[src/rtl/toy_mips_pkg.sv]
`default_nettype none
// toy_mips_pkg: shared state encoding, memory-size defaults and halt encoding
// for the toy MIPS run controller.  Rev 1.0
package toy_mips_pkg;

  localparam int unsigned IMEM_WORDS_DEF = 64;
  localparam int unsigned DMEM_WORDS_DEF = 64;
  localparam int unsigned MAX_CYCLES_DEF = 4096;
  localparam logic [31:0] HALT_WORD_DEF  = 32'h0000_003f;

  typedef enum logic [2:0] {
    ST_IDLE      = 3'd0,
    ST_LOAD_WAIT = 3'd1,
    ST_LOAD_WR   = 3'd2,
    ST_RUN       = 3'd3,
    ST_DRAIN     = 3'd4,
    ST_DUMP      = 3'd5,
    ST_DONE      = 3'd6
  } state_e;

  // Big-endian byte select: k=0 is the most significant byte.
  function automatic logic [7:0] word_byte(input logic [31:0] w, input logic [1:0] k);
    logic [7:0] b;
    case (k)
      2'd0:    b = w[31:24];
      2'd1:    b = w[23:16];
      2'd2:    b = w[15:8];
      default: b = w[7:0];
    endcase
    return b;
  endfunction

endpackage
`default_nettype wire

[src/rtl/toy_mips_word_splitter.sv]
`default_nettype none
// toy_mips_word_splitter: captures one instruction word and emits it as four
// consecutive big-endian byte writes.  Rev 1.0
module toy_mips_word_splitter
  import toy_mips_pkg::*;
(
  input  logic        clk,
  input  logic        reset,
  input  logic        load_i,
  input  logic [31:0] word_i,
  output logic        we_o,
  output logic [1:0]  byte_idx_o,
  output logic [7:0]  byte_o,
  output logic        last_o
);

  logic [31:0] word_q;
  logic [1:0]  k_q;
  logic        active_q;

  always_ff @(posedge clk or posedge reset) begin
    if (reset) begin
      word_q   <= '0;
      k_q      <= '0;
      active_q <= 1'b0;
    end else if (load_i) begin
      word_q   <= word_i;
      k_q      <= '0;
      active_q <= 1'b1;
    end else if (active_q) begin
      k_q <= k_q + 2'd1;
      if (k_q == 2'd3) begin
        active_q <= 1'b0;
      end
    end
  end

  assign we_o       = active_q;
  assign byte_idx_o = active_q ? k_q : 2'd0;
  assign byte_o     = active_q ? word_byte(word_q, k_q) : 8'h00;
  assign last_o     = active_q && (k_q == 2'd3);

endmodule
`default_nettype wire

[src/rtl/toy_mips_run_ctrl.sv]
`default_nettype none
// toy_mips_run_ctrl: loads a program into the core's byte-wide instruction
// memory, runs the core until halt or cycle limit, then streams out data memory.  Rev 1.0
module toy_mips_run_ctrl
  import toy_mips_pkg::*;
#(
  parameter int unsigned IMEM_WORDS = IMEM_WORDS_DEF,
  parameter int unsigned DMEM_WORDS = DMEM_WORDS_DEF,
  parameter logic [31:0] HALT_WORD  = HALT_WORD_DEF,
  parameter int unsigned MAX_CYCLES = MAX_CYCLES_DEF
) (
  input  logic                              clk,
  input  logic                              reset,
  input  logic                              start,
  input  logic                              ld_valid,
  output logic                              ld_ready,
  input  logic [31:0]                       ld_data,
  output logic                              imem_we,
  output logic [$clog2(4*IMEM_WORDS)-1:0]   imem_addr,
  output logic [7:0]                        imem_wdata,
  output logic                              core_reset,
  input  logic [31:0]                       core_instr,
  output logic [$clog2(DMEM_WORDS)-1:0]     dmem_raddr,
  input  logic [31:0]                       dmem_rdata,
  output logic                              dump_valid,
  input  logic                              dump_ready,
  output logic [31:0]                       dump_data,
  output logic [$clog2(DMEM_WORDS)-1:0]     dump_addr,
  output logic                              dump_last,
  output logic                              busy,
  output logic                              done,
  output logic                              timeout
);

  localparam int IW = $clog2(IMEM_WORDS);
  localparam int DW = $clog2(DMEM_WORDS);
  localparam int CW = $clog2(MAX_CYCLES + 1);

  localparam logic [IW-1:0] LAST_WORD  = IW'(IMEM_WORDS - 1);
  localparam logic [DW-1:0] LAST_DUMP  = DW'(DMEM_WORDS - 1);
  localparam logic [CW-1:0] LAST_CYCLE = CW'(MAX_CYCLES - 1);

  state_e        state_q;
  logic [IW-1:0] word_idx_q;
  logic [DW-1:0] dump_idx_q;
  logic [CW-1:0] run_cnt_q;
  logic          timeout_q;

  logic          split_load;
  logic          split_we;
  logic [1:0]    split_k;
  logic [7:0]    split_byte;
  logic          split_last;

  assign split_load = (state_q == ST_LOAD_WAIT) && ld_valid;

  toy_mips_word_splitter u_splitter (
    .clk        (clk),
    .reset      (reset),
    .load_i     (split_load),
    .word_i     (ld_data),
    .we_o       (split_we),
    .byte_idx_o (split_k),
    .byte_o     (split_byte),
    .last_o     (split_last)
  );

  always_ff @(posedge clk or posedge reset) begin
    if (reset) begin
      state_q    <= ST_IDLE;
      word_idx_q <= '0;
      dump_idx_q <= '0;
      run_cnt_q  <= '0;
      timeout_q  <= 1'b0;
    end else begin
      case (state_q)
        ST_IDLE, ST_DONE: begin
          if (start) begin
            state_q    <= ST_LOAD_WAIT;
            word_idx_q <= '0;
            dump_idx_q <= '0;
            run_cnt_q  <= '0;
            timeout_q  <= 1'b0;
          end
        end
        ST_LOAD_WAIT: begin
          if (ld_valid) begin
            state_q <= ST_LOAD_WR;
          end
        end
        ST_LOAD_WR: begin
          if (split_last) begin
            if (word_idx_q == LAST_WORD) begin
              state_q <= ST_RUN;
            end else begin
              word_idx_q <= word_idx_q + 1'b1;
              state_q    <= ST_LOAD_WAIT;
            end
          end
        end
        ST_RUN: begin
          run_cnt_q <= run_cnt_q + 1'b1;
          // A halt seen on the limit cycle still counts as a clean halt.
          if (core_instr == HALT_WORD) begin
            state_q <= ST_DRAIN;
          end else if (run_cnt_q == LAST_CYCLE) begin
            state_q   <= ST_DRAIN;
            timeout_q <= 1'b1;
          end
        end
        ST_DRAIN: begin
          state_q    <= ST_DUMP;
          dump_idx_q <= '0;
        end
        ST_DUMP: begin
          if (dump_ready) begin
            if (dump_idx_q == LAST_DUMP) begin
              state_q <= ST_DONE;
            end else begin
              dump_idx_q <= dump_idx_q + 1'b1;
            end
          end
        end
        default: state_q <= ST_IDLE;
      endcase
    end
  end

  assign ld_ready   = (state_q == ST_LOAD_WAIT);
  assign imem_we    = split_we;
  assign imem_addr  = split_we ? {word_idx_q, split_k} : '0;
  assign imem_wdata = split_byte;

  assign core_reset = !((state_q == ST_RUN) || (state_q == ST_DRAIN));

  assign dump_valid = (state_q == ST_DUMP);
  assign dmem_raddr = dump_valid ? dump_idx_q : '0;
  assign dump_addr  = dump_valid ? dump_idx_q : '0;
  assign dump_data  = dump_valid ? dmem_rdata : 32'h0;
  assign dump_last  = dump_valid && (dump_idx_q == LAST_DUMP);

  assign busy    = (state_q != ST_IDLE) && (state_q != ST_DONE);
  assign done    = (state_q == ST_DONE);
  assign timeout = timeout_q;

endmodule
`default_nettype wire
[config.mk]
export PLATFORM = sky130hd
export DESIGN_NAME = toy_mips_run_ctrl
export DESIGN_NICKNAME = d
export VERILOG_FILES = /design/src/rtl/toy_mips_pkg.sv /design/src/rtl/toy_mips_word_splitter.sv /design/src/rtl/toy_mips_run_ctrl.sv
export SDC_FILE = /design/constraint.sdc
export NUM_CORES = 1
export LEC_CHECK = 0
export CORE_ASPECT_RATIO = 1.25
export CORE_MARGIN = 4
export CORE_UTILIZATION = 40
export CTS_CLUSTER_DIAMETER = 150
export DETAILED_ROUTE_END_ITERATION = 12
export PLACE_DENSITY = 0.78
export SLEW_MARGIN = 0
export SYNTH_ARGS = -nofsm -noshare
export SYNTH_HDL_FRONTEND = slang
export SYNTH_SLANG_ARGS = --single-unit
[constraint.sdc]
create_clock -name clk -period 2.5 [get_ports clk]
set_input_delay 0.5 -clock clk [delete_from_list [all_inputs] [get_ports clk]]
set_output_delay 0.5 -clock clk [all_outputs]
set_load 0.05 [all_outputs]
### Yosys cells after proc, flatten, opt, wreduce, memory -nomap -nowiden

Index checks and enable logic that the tools add are counted.

* register bits after elaboration: 64
* output and inout bits: 68
* bits of input ports: 101
* word-level logic and storage cells: 87

* reduce and logical (&&, ||, !) cells: 19
* add/sub/neg operators: 4
* equality and inequality tests: 24
* multiplexer cells: 32

Operators by type and width (count)
* $mux W6: 6
* $eq A32 B6 Y1 const B: 1
* $mux W32: 1
* $pmux W13 S2: 1
* $pmux W8 S3: 1
* $mux W3: 7
* $pmux W3 S6: 1
* $pmux W6 S3: 1
* $mux W8: 2
* $ne A2 B2 Y1 const B: 7
* $add A13 B1 Y13 const B: 1
* $eq A13 B12 Y1 const B: 1
* $mux W13: 1
* $add A6 B1 Y6 const B: 2
* $eq A6 B6 Y1 const B: 2
* $pmux W6 S2: 1
* $reduce_and A4 Y1: 3
* $eq A3 B3 Y1 const B: 3
* $eq A3 B2 Y1 const B: 2
* $mux W1: 6
* $mux W2: 3
* $ne A3 B3 Y1 const B: 2
* $reduce_and A6 Y1: 1
* $reduce_bool A2 Y1: 3
* 14 further kinds: 20

### Logic depth before layout (Yosys ltp)

Gate-level depths: netlist of run 1.

* depth after elaboration: 4
* gate-level depth with buffers: 8
* gate-level depth less buffers: 6

### Hierarchy

A second synthesis of run 1 with hierarchy kept.

* cells, all modules: 405
* area total of the unflattened synthesis: 3945.0 µm²

Modules (own cells, without submodules)
* toy_mips_run_ctrl: cells each 271, seq. area each 725.7 µm², times used 1, area an instance 2174.6 µm²
* toy_mips_word_splitter: cells each 134, seq. area each 875.8 µm², times used 1, area an instance 1770.4 µm²

### Least setup slack after synthesis of run 1

Ideal clock, no wire load.

* kind: register -> output
* from: register state_q[1]
* to: output port dump_data[23]
* data arrival time: 2128 ps
* stages on the path, launching flop included: 7
* buffers on the path: 2
* slack: -128 ps
* required time: 2000 ps
* cell sequence: dfrtp_1 -> nand2b_1 -> or2_1 -> clkbuf_1 -> inv_2 -> clkbuf_1 -> and2_1

* cells in the longest elaborated chain, start to end: 2

RTL lines
* start: declaration: line toy_mips_run_ctrl.sv:43 `state_e state_q;`
* start signal: assignment: line toy_mips_run_ctrl.sv:70 `state_q <= ST_IDLE;`
* start signal: assignment: line toy_mips_run_ctrl.sv:79 `state_q <= ST_LOAD_WAIT;`
* start signal: assignment: line toy_mips_run_ctrl.sv:88 `state_q <= ST_LOAD_WR;`
* $eq A3 B3 Y1: line toy_mips_run_ctrl.sv:136 `assign dump_valid = (state_q == ST_DUMP);`
* via dump_valid: line toy_mips_run_ctrl.sv:25 `output logic dump_valid,`
* $mux W32: line toy_mips_run_ctrl.sv:139 `assign dump_data = dump_valid ? dmem_rdata : 32'h0;`
* end: declaration: line toy_mips_run_ctrl.sv:27 `output logic [31:0] dump_data,`

The timed path passes the listed nets, and every way through them passes these cells.

### Worst setup path after layout of run 1

* from: register u_splitter.k_q[0]
* to: output port imem_wdata[7]

* cells in the longest elaborated chain, start to end: 3
* elaborated cells between the ends (all ways): 5
* classes of those cells: 2 x eq/ne; 2 x mux; 1 x reduce/logical

RTL lines
* start: declaration: line toy_mips_word_splitter.sv:18 `logic [1:0] k_q;`
* start signal: assignment: line toy_mips_word_splitter.sv:31 `k_q <= k_q + 2'd1;`
* $eq A2 B2 Y1, or another cell as far along: line toy_mips_pkg.sv:24 `case (k)`
* $pmux W8 S3 *: line toy_mips_pkg.sv:24
* $mux W8 *: line toy_mips_word_splitter.sv:40 `assign byte_o = active_q ? word_byte(word_q, k_q) : 8'h00;`
* end: declaration: line toy_mips_run_ctrl.sv:20 `output logic [7:0] imem_wdata,`

Every way passes the cells marked *; elsewhere a longest branch is shown, timed or not.

==> results of run 1 <==
## per-stage QoR
step                power, W  utilization  cells
finish               0.00623        0.688    661
global route         0.00659        0.688    661
CTS                  0.00621        0.684    660
detailed placement   0.00490        0.648    643
global placement     0.00479        0.648    643
floorplan            0.00368            -    367
## placed cells by master, fill, tap and decap left out, types with 3 or more instances in the layout
| master | Yosys | routed |
|---|---|---|
| mux2_1 | 32 | 32 |
| a21oi_1 | 3 | 3 |
| o31ai_2 | 3 | 3 |
| o21ai_1 | 8 | 9 |
| buf_4 | 8 | 28 |
| o211ai_2 | 3 | 3 |
| nand4_1 | 11 | 11 |
| dfrtp_1 | 64 | 62 |
| a222oi_1 | 8 | 8 |
| clkdlybuf4s50_1 | 0 | 103 |
| o21ai_0 | 20 | 19 |
| and2_1 | 57 | 57 |
| nor2_1 | 21 | 21 |
| and3_1 | 3 | 3 |
| nand2b_1 | 3 | 3 |
| clkbuf_16 | 0 | 9 |
| buf_12 | 0 | 48 |
| nor4_1 | 7 | 7 |
| nand3_1 | 14 | 14 |
| ha_1 | 8 | 4 |
| nand2_1 | 27 | 27 |
| xor2_1 | 5 | 5 |
| inv_1 | 8 | 6 |
## worst min path at each step
stage,from,slack [ns],end
after floorplan,run_cnt_q[12],0.45,run_cnt_q[12]
after global placement,run_cnt_q[12],0.47,run_cnt_q[12]
after detailed placement,u_splitter.word_q[31],0.48,u_splitter.word_q[31]
after CTS,run_cnt_q[12],0.49,run_cnt_q[12]
after global routing,run_cnt_q[12],0.51,run_cnt_q[12]
final,run_cnt_q[12],0.48,run_cnt_q[12]
## area by class of cell
type | count | area (um^2)
clock inverters | 5 | 55.1
inverters | 9 | 38.8
clock buffers | 11 | 253
flip-flops and latches | 64 | 1600
well taps | 123 | 154
multi-input cells | 269 | 1960
repair buffers | 180 | 2220
fillers | 675 | 2840
## power groups by stage
stage                     clock network, W  registers [W]  logic (W)
after floorplan                          0        0.00162    0.00207
after global placement                   0        0.00167    0.00312
after detailed placement                 0        0.00170    0.00320
after CTS                          0.00128        0.00168    0.00325
after global routing               0.00133        0.00173    0.00353
final                              0.00125        0.00169    0.00330
## repair_timing
action / 4_1_cts / 5_1_grt
setup endpoints to repair: 27 / 25
resized for setup: 5 / 10
buffers inserted: 1 / 1
pin swaps: 3 / 2
hold buffers: 0 / 0
## routing by layer
| layer | part of all wire | GRT usage |
|---|---|---|
| met1 | 0.35 | 0.216 |
| met4 | 0.024 | 0.0809 |
| met2 | 0.53 | 0.365 |
| met5 | 0 | 0 |
| met3 | 0.10 | 0.0669 |
## state kept, by name, summed over array words and instances, names as in the netlist
register,flops
dump_idx_q,6
run_cnt_q,13
state_q,3
timeout,1
u_splitter.k_q,2
u_splitter.we_o,1
u_splitter.word_q,32
word_idx_q,6
## cells by family after synthesis
logic type,Yosys count,share of synthesized area
AOI/OAI and AO/OA,62,0.129
adders and majority gates,8,0.0270
xor gates and xnor gates,6,0.0142
muxes,33,0.0998
and+or+nand+nor,160,0.249
DFF,64,0.431
buffers and inverters,34,0.0495
## worst register-to-register path, delay by kind of cell, from the launching register on
kind | cells | cell delay [ns]
flops | 1 | 0.37
buf+inv | 1 | 0.19
compound gates | 2 | 0.34
simple gates | 3 | 0.85
==> run metrics, run 1 <==
Syn Inst Count around 370; largest net degree at the start of global routing 41; final wirelength 10.9 mm; drt pass-1 iters 4; Core Region between 0.009 and 0.01 mm^2; CP Launch Point u_splitter.k_q[0]; RSZ-0062 raised after global routing false; Root Driver clkbuf_16; switching share of power 0.414; CP Depth 6; Min-Delay Path Depth 1; CTS tree built; number of diodes 0; most frequent cell after synthesis dfrtp_1; Skew-Pair Late Insertion Delay around 0.33 ns; power share of the sequential group 0.271; Total Negative Setup Slacks 0 ns; Setup CP Type reg2out; Crit Reg-Reg Startpoint state_q[2]; Post-DP HPWL between 8 and 9 mm; Worst setup SP type register; Worst Path Required 2.00 ns; Die ar. roughly 0.011 mm^2; Worst VDD drop 0.000528 V; GPL Wtd Cong approximately 0.85; DP Area 0.00591 mm^2; CP max stage cell a222oi_1; Slew @ Worst Pin roughly 0.63 ns; Ys Warns 0; Buf/Inv on CP 2; Max stage delay on crit path between 0.4 and 0.5 ns; ys flop type dfrtp_1; share of cells above drive strength 1 0.219; Chip Width between 90 and 100 um; nets ~640; Max Slew Vio Count 0; dominant cell type by area after synthesis dfrtp_1; clock share of power 0.200; Worst R2R Path Depth 6; final hold slack slightly below 0.5 ns; Max clock buf depth 2; top cells by count, synth 64 x dfrtp_1, 57 x and2_1, 32 x mux2_1; final worst slack between 0.07 and 0.08 ns; IO Port Bufs roughly 170; Initial DRC Count 203; Lkg Pwr 2.66 nW; net count after synthesis approximately 480; total track usage 0.202; Max Fanout on Critical Path 8; Detail Route Antenna Nets 0; Reg2Reg Setup Slack between 0.6 and 0.7 ns; worst reg2reg endpoint run_cnt_q[7]; outcome complete, no violations; mapped cell area around 0.0037 mm^2; Worst Setup End Kind primary output; DR vias/cell 5.18; io pins approximately 170; wire per inst roughly 17 um; synthesized area per cell a little over 10 um^2; worst hold path type reg2reg; register area share after synthesis 0.431; CTS buffer count 9; first-pass GRT wire length roughly 17 mm; vias about 3.4k; Switch Pwr 0.00258 W; # clock sinks between 60 and 70; Tcrit/Tclk final 0.969; Area contributors post-synth dfrtp_1 43%, mux2_1 9.7%, and2_1 9.6%; P&R area growth vs syn 69.2%; asr flop ratio synth 1.00; Overflow after GRT 0; initial core utilization 0.407; post-route cell area about 0.0063 mm^2; Die Ht 116 um; Comb power frac 0.529; Clock Skew 0.00528 ns; crit-path cells inv_1, ha_4, a222oi_1, o21ai_0, and2_1, buf_4; Reg clk slew, reported paths around 0.050 ns; Hold Violations, Final 0; vias in the first global route ~3.6k; Worst Setup EP imem_wdata[7]; CTS H-tree depth 3; Pwr Density roughly 990 mW/mm^2; Max Cap Violations 0; min Tclk post-route about 2.4 ns; Cell variety after synth 54; Row Count 39; number of enable flip-flop cells after synthesis 0; fmax around 0.41 GHz; worst path arrival time 1.92 ns; Yosys top cell area share 0.431; Top Family by Delay on Critical Path compound AO/OA/AOI/OAI gates; post-route DRC violation count 0; # setup viols final 0; Placement Setup Slack 0.220 ns; initial antenna violation count 0; internal power between 0.003 and 0.004 W; synthesized flop and latch total 64; Rel. slew slack 0.583
Power figures use the tool's default switching activity.
==> inputs of run 2 (changes only) <==
Settings changed: CORE_MARGIN 4 to 2, GPL_TIMING_DRIVEN set to 0, SLEW_MARGIN 0 to 40.
==> run metrics, run 2 (synthesis results as in run 1) <==
outcome finished, violations left; violated checks negative setup slack; fillers 747 (+11%); Worst Setup End Kind primary output; worst path arrival time 2.05 ns (+0.13 ns); Clock Skew 0.00477 ns (-0.000516 ns); CP max stage cell a222oi_1; Buf/Inv on CP 2 (unchanged); Max stage delay on crit path 0.56 ns (+0.14 ns); initial antenna violation count 0 (unchanged); Detail Route Antenna Nets 0 (unchanged); largest net degree at the start of global routing 45 (+9.8%); most common cell after layout, fill and taps aside clkdlybuf4s50_1; Worst R2R Path Depth 6 (unchanged); post-route cell area 0.00583 mm^2 (-7.2%); Max Cap Violations 0 (unchanged); CTS Hold Buffers Added 0 (unchanged); final worst slack -0.0456 ns (-0.122 ns); Pwr Density 1040 mW/mm^2 (+4.7%); DP Area 0.00557 mm^2 (-5.7%); Reg clk slew, reported paths 0.05 ns (about the same); Skew-Pair Late Insertion Delay 0.32 ns (about the same); share of cells above drive strength 1 0.227 (+0.00811); Crit Reg-Reg Startpoint dump_idx_q[0]; nets 659 (+2.6%); Reg area 0.00160 mm^2 (unchanged); min Tclk post-route 2.55 ns (+0.122 ns); worst hold path type in2async; drt pass-1 iters 4 (unchanged); # clock sinks 64 (unchanged); number of diodes 0 (unchanged); vias in the first global route 3563 (+0.28%); Die ar. 0.0101 mm^2 (-7.6%); Initial DRC Count 120 (-41%); Post-DP HPWL 7.67 mm (-11%); area of the multi-input gates 0.00197 mm^2 (+0.77%); final wirelength 10.2 mm (-6.5%); largest registers u_splitter.word_q (32), run_cnt_q (13); Root Driver clkbuf_16; IO Port Bufs 168 (unchanged); most frequent cells in the layout 103 x clkdlybuf4s50_1, 62 x dfrtp_1, 56 x and2_1, 32 x mux2_1, 27 x nand2_1; total track usage 0.205 (+0.00350); wire per inst 15.1 um (-8.7%); P&R area growth vs syn 57.0%; Max Slew Vio Count 0 (unchanged); Biggest register u_splitter.word_q; Setup CP Type reg2out; CTS buffer count 9 (unchanged); # setup viols final 2 (+2); Worst Path Required 2.00 ns (about the same); final hold slack 0.483 ns (+0.000605 ns); io pins 169 (unchanged); Reg2Reg Setup Slack 0.61 ns (about the same); worst reg2reg endpoint dump_idx_q[2]; Die Ht 112 um (-3.5%); post-route DRC violation count 0 (unchanged); fmax 0.393 GHz (-4.8%); Rel. slew slack 0.611 (+0.0280); Slew @ Worst Pin 0.584 ns (-0.0421 ns); RSZ-0062 raised after global routing true; GPL Wtd Cong 0.822 (-3.0%); Max clock buf depth 2 (unchanged); crit-path cells inv_4, ha_4, a222oi_1, o21ai_1, and2_4, buf_8; Max Fanout on Critical Path 6 (-2); Worst setup SP type register; CTS H-tree depth 3 (unchanged); Lkg Pwr 2.63 nW (-1.1%); post-layout util 0.642 (-0.0463); Tcrit/Tclk final 1.02 (+0.0487); Core Region 0.00908 mm^2 (-0.53%); Top Family by Delay on Critical Path compound AO/OA/AOI/OAI gates; Chip Width 90.2 um (-4.2%); max reg flops 32 (unchanged); initial core utilization 0.409 (+0.00219); Row Count 39 (unchanged); vias 3482 (+1.6%); CTS tree built; Overflow after GRT 0 (unchanged); Hold Violations, Final 0 (unchanged); DR vias/cell 5.14 (-0.80%); Worst VDD drop 0.000500 V (-5.2%); first-pass GRT wire length 16.7 mm (-1.9%)
-- run 2: where the power goes --
group	total (W)	switching (W)	internal [W]
logic	0.00307	0.00183	0.00124
clock network	0.00129	0.000423	0.000863
registers	0.00169	0.000288	0.00141
-- run 2: worst max path at each step --
stage | end | slack (ns) | cells after the start | from
floorplan | dump_addr[4] | 0.02 | 7 | state_q[1]
global placement | u_splitter.word_q[29] | -0.68 | 2 | reset
detailed placement | imem_wdata[5] | -0.58 | 7 | u_splitter.k_q[0]
CTS | imem_wdata[5] | -0.08 | 6 | u_splitter.k_q[1]
global route | imem_wdata[4] | -0.13 | 7 | u_splitter.k_q[0]
finish | imem_wdata[5] | -0.05 | 6 | u_splitter.k_q[0]
-- run 2: cell type report --
type / count / area share
inverter: 9 / 0.00709
clock inverter: 4 / 0.0120
tap: 123 / 0.0264
clock buffer: 11 / 0.0399
multi-input combinational: 269 / 0.339
sequential: 64 / 0.275
timing repair buffer: 178 / 0.277
buffer: 19 / 0.0234
-- run 2: through the flow --
stage	worst slack (ns)	TNS, ns	cells	total power, W
floorplan	0.0230	0	367	0.00368
detailed placement	-0.577	-19.40	659	0.00466
finish	-0.0456	-0.0688	677	0.00605
CTS	-0.0785	-0.0787	671	0.00588
global placement	-0.682	-61.29	658	0.00457
global route	-0.127	-0.257	677	0.00641
-- run 2: worst reg2reg max path, cell delays in order, from the launching register on --
cell	delay, ns
dfrtp_1	0.42
ha_1	0.24
nand3_1	0.11
or2_1	0.26
a32oi_2	0.42
nand2b_1	0.24
o21ai_1	0.09
-- run 2: what timing repair did --
action	CTS	global route
setup buffers	2	7
pin swaps	4	9
endpoints found under the setup margin	65	47
endpoints found under the hold margin	0	0
resized for setup	298	61
-- run 2: metal layers --
| metal | global-route usage | share of wire | up-vias |
|---|---|---|---|
| met5 | 0 | 0 | - |
| met4 | 0.0800 | 0.021 | 0 |
| met3 | 0.0528 | 0.064 | 15 |
| met2 | 0.367 | 0.52 | 156 |
| met1 | 0.235 | 0.39 | 1645 |
| li1 | - | - | 1666 |
